File: src/rtl/sig_debounce.sv
// Debouncer for one asynchronous, possibly bouncy input: synchroniser, counter-qualified
// stability FSM, and a saturating count of rejected transitions.
module sig_debounce #(
   parameter int SYNC_STAGES   = 2,
   parameter int STABLE_CYCLES = 16,
   parameter int GLITCH_W      = 8
) (
   input  logic                clk,
   input  logic                rst_n,
   input  logic                sig_raw,
   input  logic                clr_glitch,
   output logic                sig_clean,
   output logic                settling,
   output logic [GLITCH_W-1:0] glitch_cnt
);

   localparam int CNT_W = (STABLE_CYCLES > 1) ? $clog2(STABLE_CYCLES) : 1;
   localparam logic [CNT_W-1:0] CNT_LAST = CNT_W'(STABLE_CYCLES - 1);

   // Bit 1 is the accepted level, bit 0 marks qualification, so outputs come straight off flops.
   typedef enum logic [1:0] {
      LOW   = 2'b00,
      CHK_H = 2'b01,
      HIGH  = 2'b10,
      CHK_L = 2'b11
   } state_t;

   logic [SYNC_STAGES-1:0] sync_q;
   logic                   sig_s;
   state_t                 state;
   logic [CNT_W-1:0]       cnt;
   logic                   reject;

   always_ff @(posedge clk or negedge rst_n) begin
      if (!rst_n) sync_q <= '0;
      else        sync_q <= {sync_q[SYNC_STAGES-2:0], sig_raw};
   end

   assign sig_s  = sync_q[SYNC_STAGES-1];
   assign reject = ((state == CHK_H) && !sig_s) || ((state == CHK_L) && sig_s);

   always_ff @(posedge clk or negedge rst_n) begin
      if (!rst_n) begin
         state <= LOW;
         cnt   <= '0;
      end else begin
         case (state)
            LOW: if (sig_s) begin
               state <= CHK_H;
               cnt   <= '0;
            end
            CHK_H: begin
               if (!sig_s)               state <= LOW;
               else if (cnt == CNT_LAST) state <= HIGH;
               else                      cnt   <= cnt + CNT_W'(1);
            end
            HIGH: if (!sig_s) begin
               state <= CHK_L;
               cnt   <= '0;
            end
            CHK_L: begin
               if (sig_s)                state <= HIGH;
               else if (cnt == CNT_LAST) state <= LOW;
               else                      cnt   <= cnt + CNT_W'(1);
            end
            default: state <= LOW;
         endcase
      end
   end

   // Clear takes priority over a coincident reject; the count sticks at all-ones.
   always_ff @(posedge clk or negedge rst_n) begin
      if (!rst_n)                            glitch_cnt <= '0;
      else if (clr_glitch)                   glitch_cnt <= '0;
      else if (reject && (glitch_cnt != '1)) glitch_cnt <= glitch_cnt + GLITCH_W'(1);
   end

   assign sig_clean = state[1];
   assign settling  = state[0];

endmodule

File: config.mk
export PLATFORM = sky130hd
export DESIGN_NAME = sig_debounce
export DESIGN_NICKNAME = d
export VERILOG_FILES = /design/src/rtl/sig_debounce.sv
export SDC_FILE = /design/constraint.sdc
export NUM_CORES = 1
export LEC_CHECK = 0
export CAP_MARGIN = 20
export CORE_MARGIN = 5
export CORE_UTILIZATION = 50
export CTS_CLUSTER_SIZE = 10
export DETAILED_ROUTE_END_ITERATION = 7
export DONT_BUFFER_PORTS = 1
export PLACE_DENSITY_LB_ADDON = 0.25
export SETUP_SLACK_MARGIN = 0.02
export SLEW_MARGIN = 20
export SYNTH_ARGS = -nofsm -noshare
export SYNTH_HDL_FRONTEND = slang
export SYNTH_SLANG_ARGS = --single-unit
File: constraint.sdc
create_clock -name clk -period 1.96 [get_ports clk]
set_clock_uncertainty 0.2 [all_clocks]
set_input_delay 0.294 -clock clk [delete_from_list [all_inputs] [get_ports clk]]
set_output_delay 0.294 -clock clk [all_outputs]
set_load 0.005 [all_outputs]
Word level (Yosys, flattened, before mapping):

Cells that the tools add are included.

* latch bits: 0
* bits in registers: 16
* logic and storage cells: 41
* RAM bits: 0
* bits in read-only memories: 0
* output and inout bits: 10
* input port bits: 4
* memories kept: 0

* order comparisons: 0
* add/sub/neg operators: 2
* muxes and demuxes: 15
* equal/unequal tests: 11
* shifts and indexed selects: 0
* div/mod/pow operators: 0
* multiply operators: 0
* bitwise gates (word level): 0
* reductions and logical operators: 9

Operator list (count)
* 4-bit 2-to-1 mux: 5
* 8-bit 2-to-1 mux: 2
* 4-bit one-hot mux with 4 select lines: 1
* 2-bit 2-to-1 mux: 6
* 8-bit by 1-bit adder with 8-bit output, second input constant: 1
* 2-bit != test, second input constant: 4
* 8-bit != test, second input constant: 1
* 2-bit one-hot mux with 4 select lines: 1
* 4-bit AND reduction: 2
* 3-bit by 2-bit != test with 1-bit output, second input constant: 2
* 4-bit by 1-bit adder with 4-bit output, second input constant: 1
* 2-bit == test, second input constant: 2
* 4-bit == test, second input constant: 1
* 1-bit logical AND: 3
* 2-bit by 1-bit == test with 1-bit output, second input constant: 1
* 2-bit zero test: 1
* 2-bit nonzero test: 1
* 1-bit zero test: 1
* 1-bit logical OR: 1

Logic depth before layout (Yosys ltp):

Gate-level depths: netlist of run 1.

* depth in word-level cells: 6
* gate-level depth with buffers: 6
* gate-level depth less buffers: 5

Least setup slack after synthesis of run 1:

OpenSTA, ideal clock, no wires.

* path type: register -> register
* start: register with a tool-made name
* end: register glitch_cnt[4]
* data arrival time: 1477 ps
* buffers on the path: 1
* setup slack: 206 ps
* required time: 1682 ps
* cell stages (with the launch flop): 6
* library setup time: 78 ps
* period minus slack after synthesis: 1754 ps
* cell sequence: dfrtp_1 > xnor2_2 > o211ai_2 > buf_6 > or3_1 > a21oi_1

RTL lines
* to (signal assigned): line 75 `else if (reject && (glitch_cnt != '1)) glitch_cnt <= glitch_cnt + GLITCH_W'(1);`
* to (decl): line 14 `output logic [GLITCH_W-1:0] glitch_cnt`

Worst setup path after layout of run 1:

* start: register glitch_cnt[0]
* end: register glitch_cnt[7]

* word-level cells in the longest chain between the ends: 3
* elaborated cells on any way between the ends: 6
* those cells by class: add/sub: 1; eq/ne: 1; mux: 2; reduce/logical: 2

Ends and longest elaborated chain (line)
* 8-bit by 1-bit adder with 8-bit output / 8-bit != test (equally long branches): 75
* 8-bit 2-to-1 mux / 1-bit logical AND (equally long branches): 75
* 8-bit 2-to-1 mux / 2-bit nonzero test (equally long branches)

Parallel ways exist; a longest one is shown, timed or not. The select of a mux whose other input is x is not followed.
A chain may end at the register's enable or synchronous reset.

==> results of run 1 <==
-- cells in the mapped netlist, drive strengths merged --
master	n
mux2i	2
buf	2
and2	1
a21oi	9
nand3	3
and3	2
inv	2
nand4	2
ha	2
xor2	2
o21ai	4
dfrtp	16
o31ai	3
clkbuf	2
a22o	3
nor2	6
xnor2	1
mux2	2
nand2b	1
or3	3
nand2	5
o211ai	1
or4	2
-- routing by layer --
layer  vias to the layer above  part of all wire [%]  GRT usage [%]
li1                        292                     -              -
met1                       264                    50          16.57
met2                        12                    43          16.74
met3                         0                   7.0          6.024
met4                         0                     0          6.550
met5                         -                     0              0
-- metrics by stage --
stage	cell area [sq um]	std cells
after floorplan	788.3	76
after global placement	823.3	93
after detailed placement	823.3	93
after CTS	889.6	100
after global routing	889.6	100
final	889.6	100
-- flip-flops by register name, summed over array words and instances (netlist names), named ones only --
register	cells
cnt	4
glitch_cnt	8
state	1
sync_q	2
-- final timing paths --
check | startpoint | endpoint | slack (ps)
worst max register to register | glitch_cnt[0] | glitch_cnt[7] | 150
max in group asynchronous | rst_n | cnt[3] | 830
worst max-delay path | glitch_cnt[0] | glitch_cnt[7] | 150
min in group asynchronous | rst_n | glitch_cnt[4] | 280
worst min register to register | sync_q[0] | sync_q[1] | 160
worst min-delay path | sync_q[0] | sync_q[1] | 160
-- kinds of logic after synthesis --
kind of cell	count (synthesis)	share of synthesized area [%]
DFF	16	50.79
muxes	4	5.397
AOI/OAI and AO/OA	20	16.35
xor gates and xnor gates	3	4.287
buffers and inverters	6	3.810
adders and majority gates	2	3.174
and+or+nand+nor	25	16.19
-- area by class of cell --
class,instances,area [sq um]
Fill cell,119,616.8
Sequential cell,16,400.4
Multi-Input combinational cell,54,357.8
Timing Repair Buffer,8,67.56
Clock buffer,4,36.28
Tap cell,16,20.02
Inverter,2,7.507
-- power breakdown --
part / internal (mW) / leakage, nW / switching (mW)
logic: 0.0311 / 0.168 / 0.0305
clock network: 0.113 / 0.0210 / 0.105
registers: 0.344 / 0.213 / 0.0127
total: 0.488 / 0.402 / 0.148
-- timing repair --
action                                 in CTS  in global routing
hold buffers                                3                  0
resized for setup                           0                  0
endpoints found under the hold margin      25                  0
setup endpoints to repair                   0                  0
==> impl_metrics.toml, run 1 <==
[route]
routed_wl_um = 1402
drtAntennaViolNets = 0
drt_iter0_markers = 10
drc_errors = 0
avgViaCountPerCell = 5.680
vias = 568
drt_first_pass_iters = 4
wl_per_cell_um = 14.02

[timing]
slew_viol_final = 0
final-hold-violation-count = 0
final.min_clock_period_ps = 1810
period_share_pct = 92.34
fmax_mhz = 552.5
fin_tns_setup_ps = 0
relSlewSlack_pct = 53.44
holdWs_ps = 159.8
setup_slack_ps = 150.2
tightest_slew_ps = 696.0
setup_violations = 0
rsz0062_at_grt = "false"

[die]
start_util_pct = 52.33
die_h_um = 49.71
dieArea_sq_um = 2471
rows = 14
core_area_sq_um = 1506
die_width_um = 49.71
io_pins = 14

[global_routing]
overflow = 0
grt_pass1_wl_um = 2346
grt_max_degree = 17
antenna_found_initial = 0
grt_pass1_vias = 512
grt_use_total_pct = 12.56

[critical_path]
slowest_stage = "or4_1"
cp_top_family = "simple AND/OR/NAND/NOR gates"
start_kind = "flop"
worstPathRequired_ps = 1980
worst-path-stages = 5
slowest_delay_ps = 510
path_class = "reg -> reg"
rr_worst_depth = 5
cp.arrival_ps = 1830
critical_path_peak_fanout = 9
worst-path-buf-inv = 0
worstPathCellList = "ha_1 -> nand4_1 -> o211ai_2 -> or4_1 -> a21oi_1"
critPathCaptureType = "flop"

[hold_path]
whs_path_depth = 0
worstHoldPathType = "reg -> reg"

[cts]
ctsLongestPathBuffers = 2
cts_tree = "done"
cts-htree-levels = 1
cts.sinks = 16
clk_latency_ps = 280
clkTransAtPathRegs_ps = 100
numCtsBuffers = 3
cts_root_buffer = "clkbuf_4"
postCtsSetupBuffers = 0

[cells_and_area]
drive_gt1_share_pct = 17.86
layout.cells.most_common = "dfrtp_1"
diodes = 0
layout_common_cells = "16 x dfrtp_1, 9 x a21oi_1, 6 x nor2_1, 5 x nand2_1, 5 x buf_4"
final_util_pct = 59.05
fin_nets = 91
area_growth_pct = 12.86

[yosys]
synth.distinct_cells = 25
yosysWarningCount = 0
synth_fp_nets = 82
synth_top_area_share_pct = 50.79
syn_inst = 76
synthesis.area_sq_um = 788.3
syn_avg_cell_area_sq_um = 10.37
yosysSeqAreaShare_pct = 50.79
synth.largest_area_cell = "dfrtp_1"
synth_area_leaders = "dfrtp_1 51%, a21oi_1 5.7%, ha_1 3.2%, mux2_2 2.9%, nor2_1 2.9%"
ys_ff_latch = 16

[job]
maxCapViolations = 0

[power_and_ir_drop]
powerDensity_nw_per_um2 = 714.4
ir_drop_v = 0.0003881
totalPowerFinal_mw = 0.6355
leakage_nw = 0.4021

[outcome]
status = "complete, no violations"

[placed_design]
portBuffers = 0
place_ws_ps = 178.3
place.gp.congestion = 0.7825
hpwl_um = 992.6
Power figures use the tool's default switching activity.
==> inputs of run 2 (changes only) <==
CTS_CLUSTER_SIZE = 28   (was 10)
MAX_ROUTING_LAYER = met4   (was default)
==> run 2 against run 1 <==
Against the previous run:
- first-iteration DRC count stayed put
- via count fell by 0.35%
- cell count stayed put
- power is essentially flat
- fmax about the same
- die area unchanged
- sequential cell count unchanged
- critical path type unchanged
==> impl_metrics.toml, run 2 (synthesis results as in run 1) <==
[critical_path]
startpoint = "glitch_cnt[0]"
slowest_delay_ps = 510
worst-path-buf-inv = 0
worstPathRequired_ps = 1980
slowest_stage = "or4_1"
worstPathCellList = "ha_1 -> nand4_1 -> o211ai_2 -> or4_1 -> a21oi_1"
cp.arrival_ps = 1830
worst-path-stages = 5
rr_worst_depth = 5
critical_path.endpoint = "glitch_cnt[7]"
reg2reg_slack_ps = 150
r2r-start = "glitch_cnt[0]"
r2r_end = "glitch_cnt[7]"
cp_top_family = "simple AND/OR/NAND/NOR gates"
critical_path_peak_fanout = 9
start_kind = "flop"
path_class = "reg -> reg"
critPathCaptureType = "flop"

[placed_design]
place.gp.congestion = 0.7933
portBuffers = 0
hpwl_um = 992.6

[cells_and_area]
largestRegisters = "glitch_cnt x8, cnt x4, sync_q x2"
diodes = 0
largest_reg_flops = 8
layout.cells.most_common = "dfrtp_1"
regMostFlops = "glitch_cnt"
seqCellArea_sq_um = 400.4
fin_nets = 91
layout_common_cells = "16 x dfrtp_1, 9 x a21oi_1, 6 x nor2_1, 5 x nand2_1, 5 x buf_4"
area_growth_pct = 12.86
n_fill_cell = 119
drive_gt1_share_pct = 17.86
multi_input_area_sq_um = 357.8

[cts]
clk_latency_ps = 280
numCtsBuffers = 3
cts-htree-levels = 1
ctsLongestPathBuffers = 2
cts_root_buffer = "clkbuf_4"
cts.sinks = 16
cts_tree = "done"
clkTransAtPathRegs_ps = 100

[timing]
fin_tns_setup_ps = 0
rsz0062_at_grt = "false"
final.min_clock_period_ps = 1810
final-hold-violation-count = 0
slew_viol_final = 0
relSlewSlack_pct = 53.44
tightest_slew_ps = 696.1
setup_violations = 0
holdWs_ps = 159.8
fmax_mhz = 552.5
period_share_pct = 92.34

[global_routing]
grt_use_total_pct = 12.90
antenna_found_initial = 0
grt_max_degree = 17
overflow = 0
grt_pass1_vias = 511
grt_pass1_wl_um = 2346

[route]
vias = 566
avgViaCountPerCell = 5.660
drtAntennaViolNets = 0
drt_first_pass_iters = 4
drt_iter0_markers = 10
routed_wl_um = 1403
drc_errors = 0
wl_per_cell_um = 14.03

[job]
maxCapViolations = 0

[die]
die_h_um = 49.71
die_width_um = 49.71
core_area_sq_um = 1506
rows = 14
io_pins = 14
start_util_pct = 52.33
dieArea_sq_um = 2471

[power_and_ir_drop]
clkPwrFrac_pct = 34.2
seqPwrFrac_pct = 56.1
cell_internal_pwr_mw = 0.4877
power_switching_share_pct = 23.21
p_comb_share_pct = 9.7
leakage_nw = 0.4021
powerDensity_nw_per_um2 = 713.9
ir_drop_v = 0.0003881
p_switching_mw = 0.1474

[hold_path]
min_from = "sync_q[0]"
worstHoldPathType = "reg -> reg"

[outcome]
status = "complete, no violations"
[run 2: cell counts in the layout (fill, tap and decap cells not counted)]
No cell type changed its count.
[run 2: layer usage]
metal / vias to the layer above / track usage (%) / part of all wire, %
li1: 293 / - / -
met1: 259 / 16.57 / 50
met2: 12 / 16.74 / 43
met3: 2 / 6.024 / 7.3
met4: 0 / 6.550 / 0.57
met5: - / - / 0
[run 2: worst min path at each step]
stage	endpoint	slack [ps]	cells after the start
2_1_floorplan	async pin	-200	0
6_report	sync_q[1]	160	0
3_3_place_gp	glitch_cnt[5]	-200	0
3_5_place_dp	glitch_cnt[5]	-200	0
4_1_cts	sync_q[1]	160	0
5_1_grt	sync_q[1]	180	0
[run 2: worst reg2reg max path, delay by kind of cell, from the launching register on]
| kind | cells | cell delay (ps) |
|---|---|---|
| flip-flops | 1 | 390 |
| AO/OA/AOI/OAI | 2 | 310 |
| adder cells (fa/ha/maj) | 1 | 220 |
| AND/OR/NAND/NOR | 2 | 620 |
[run 2: per-stage QoR]
stage | setup slack, ps | power [mW] | util, % | cells | instance area, sq um
floorplan | 205.6 | 0.3999 | - | 76 | 788.3
global placement | 211.5 | 0.4106 | 54.65 | 93 | 823.3
detailed placement | 178.3 | 0.4123 | 54.65 | 93 | 823.3
CTS | 146.2 | 0.6509 | 59.05 | 100 | 889.6
global route | 77.19 | 0.6775 | 59.05 | 100 | 889.6
finish | 150.2 | 0.6351 | 59.05 | 100 | 889.6
[run 2: final cells by class]
cell class | count | share of cell area, %
clock buffer | 4 | 4.079
inverter | 2 | 0.8439
multi-input combinational | 54 | 40.23
sequential | 16 | 45.01
tap | 16 | 2.250
timing repair buffer | 8 | 7.595
[run 2: power by group through the flow]
stage	sequential (mW)	combinational (mW)	clock [mW]
floorplan	0.362	0.0382	0
global placement	0.362	0.0482	0
detailed placement	0.363	0.0492	0
CTS	0.357	0.0627	0.232
global route	0.358	0.0694	0.250
finish	0.356	0.0615	0.217
[run 2: repair_timing]
item	4_1_cts	5_1_grt
endpoints found under the hold margin	25	0
buffers inserted	0	0
gates resized for setup	0	0
hold buffers	3	0
==> inputs of run 3 (changes only) <==
MAX_ROUTING_LAYER = default   (was met4)
==> results of run 3 <==
Final layout, timing and power as in run 1 (identical DEF).
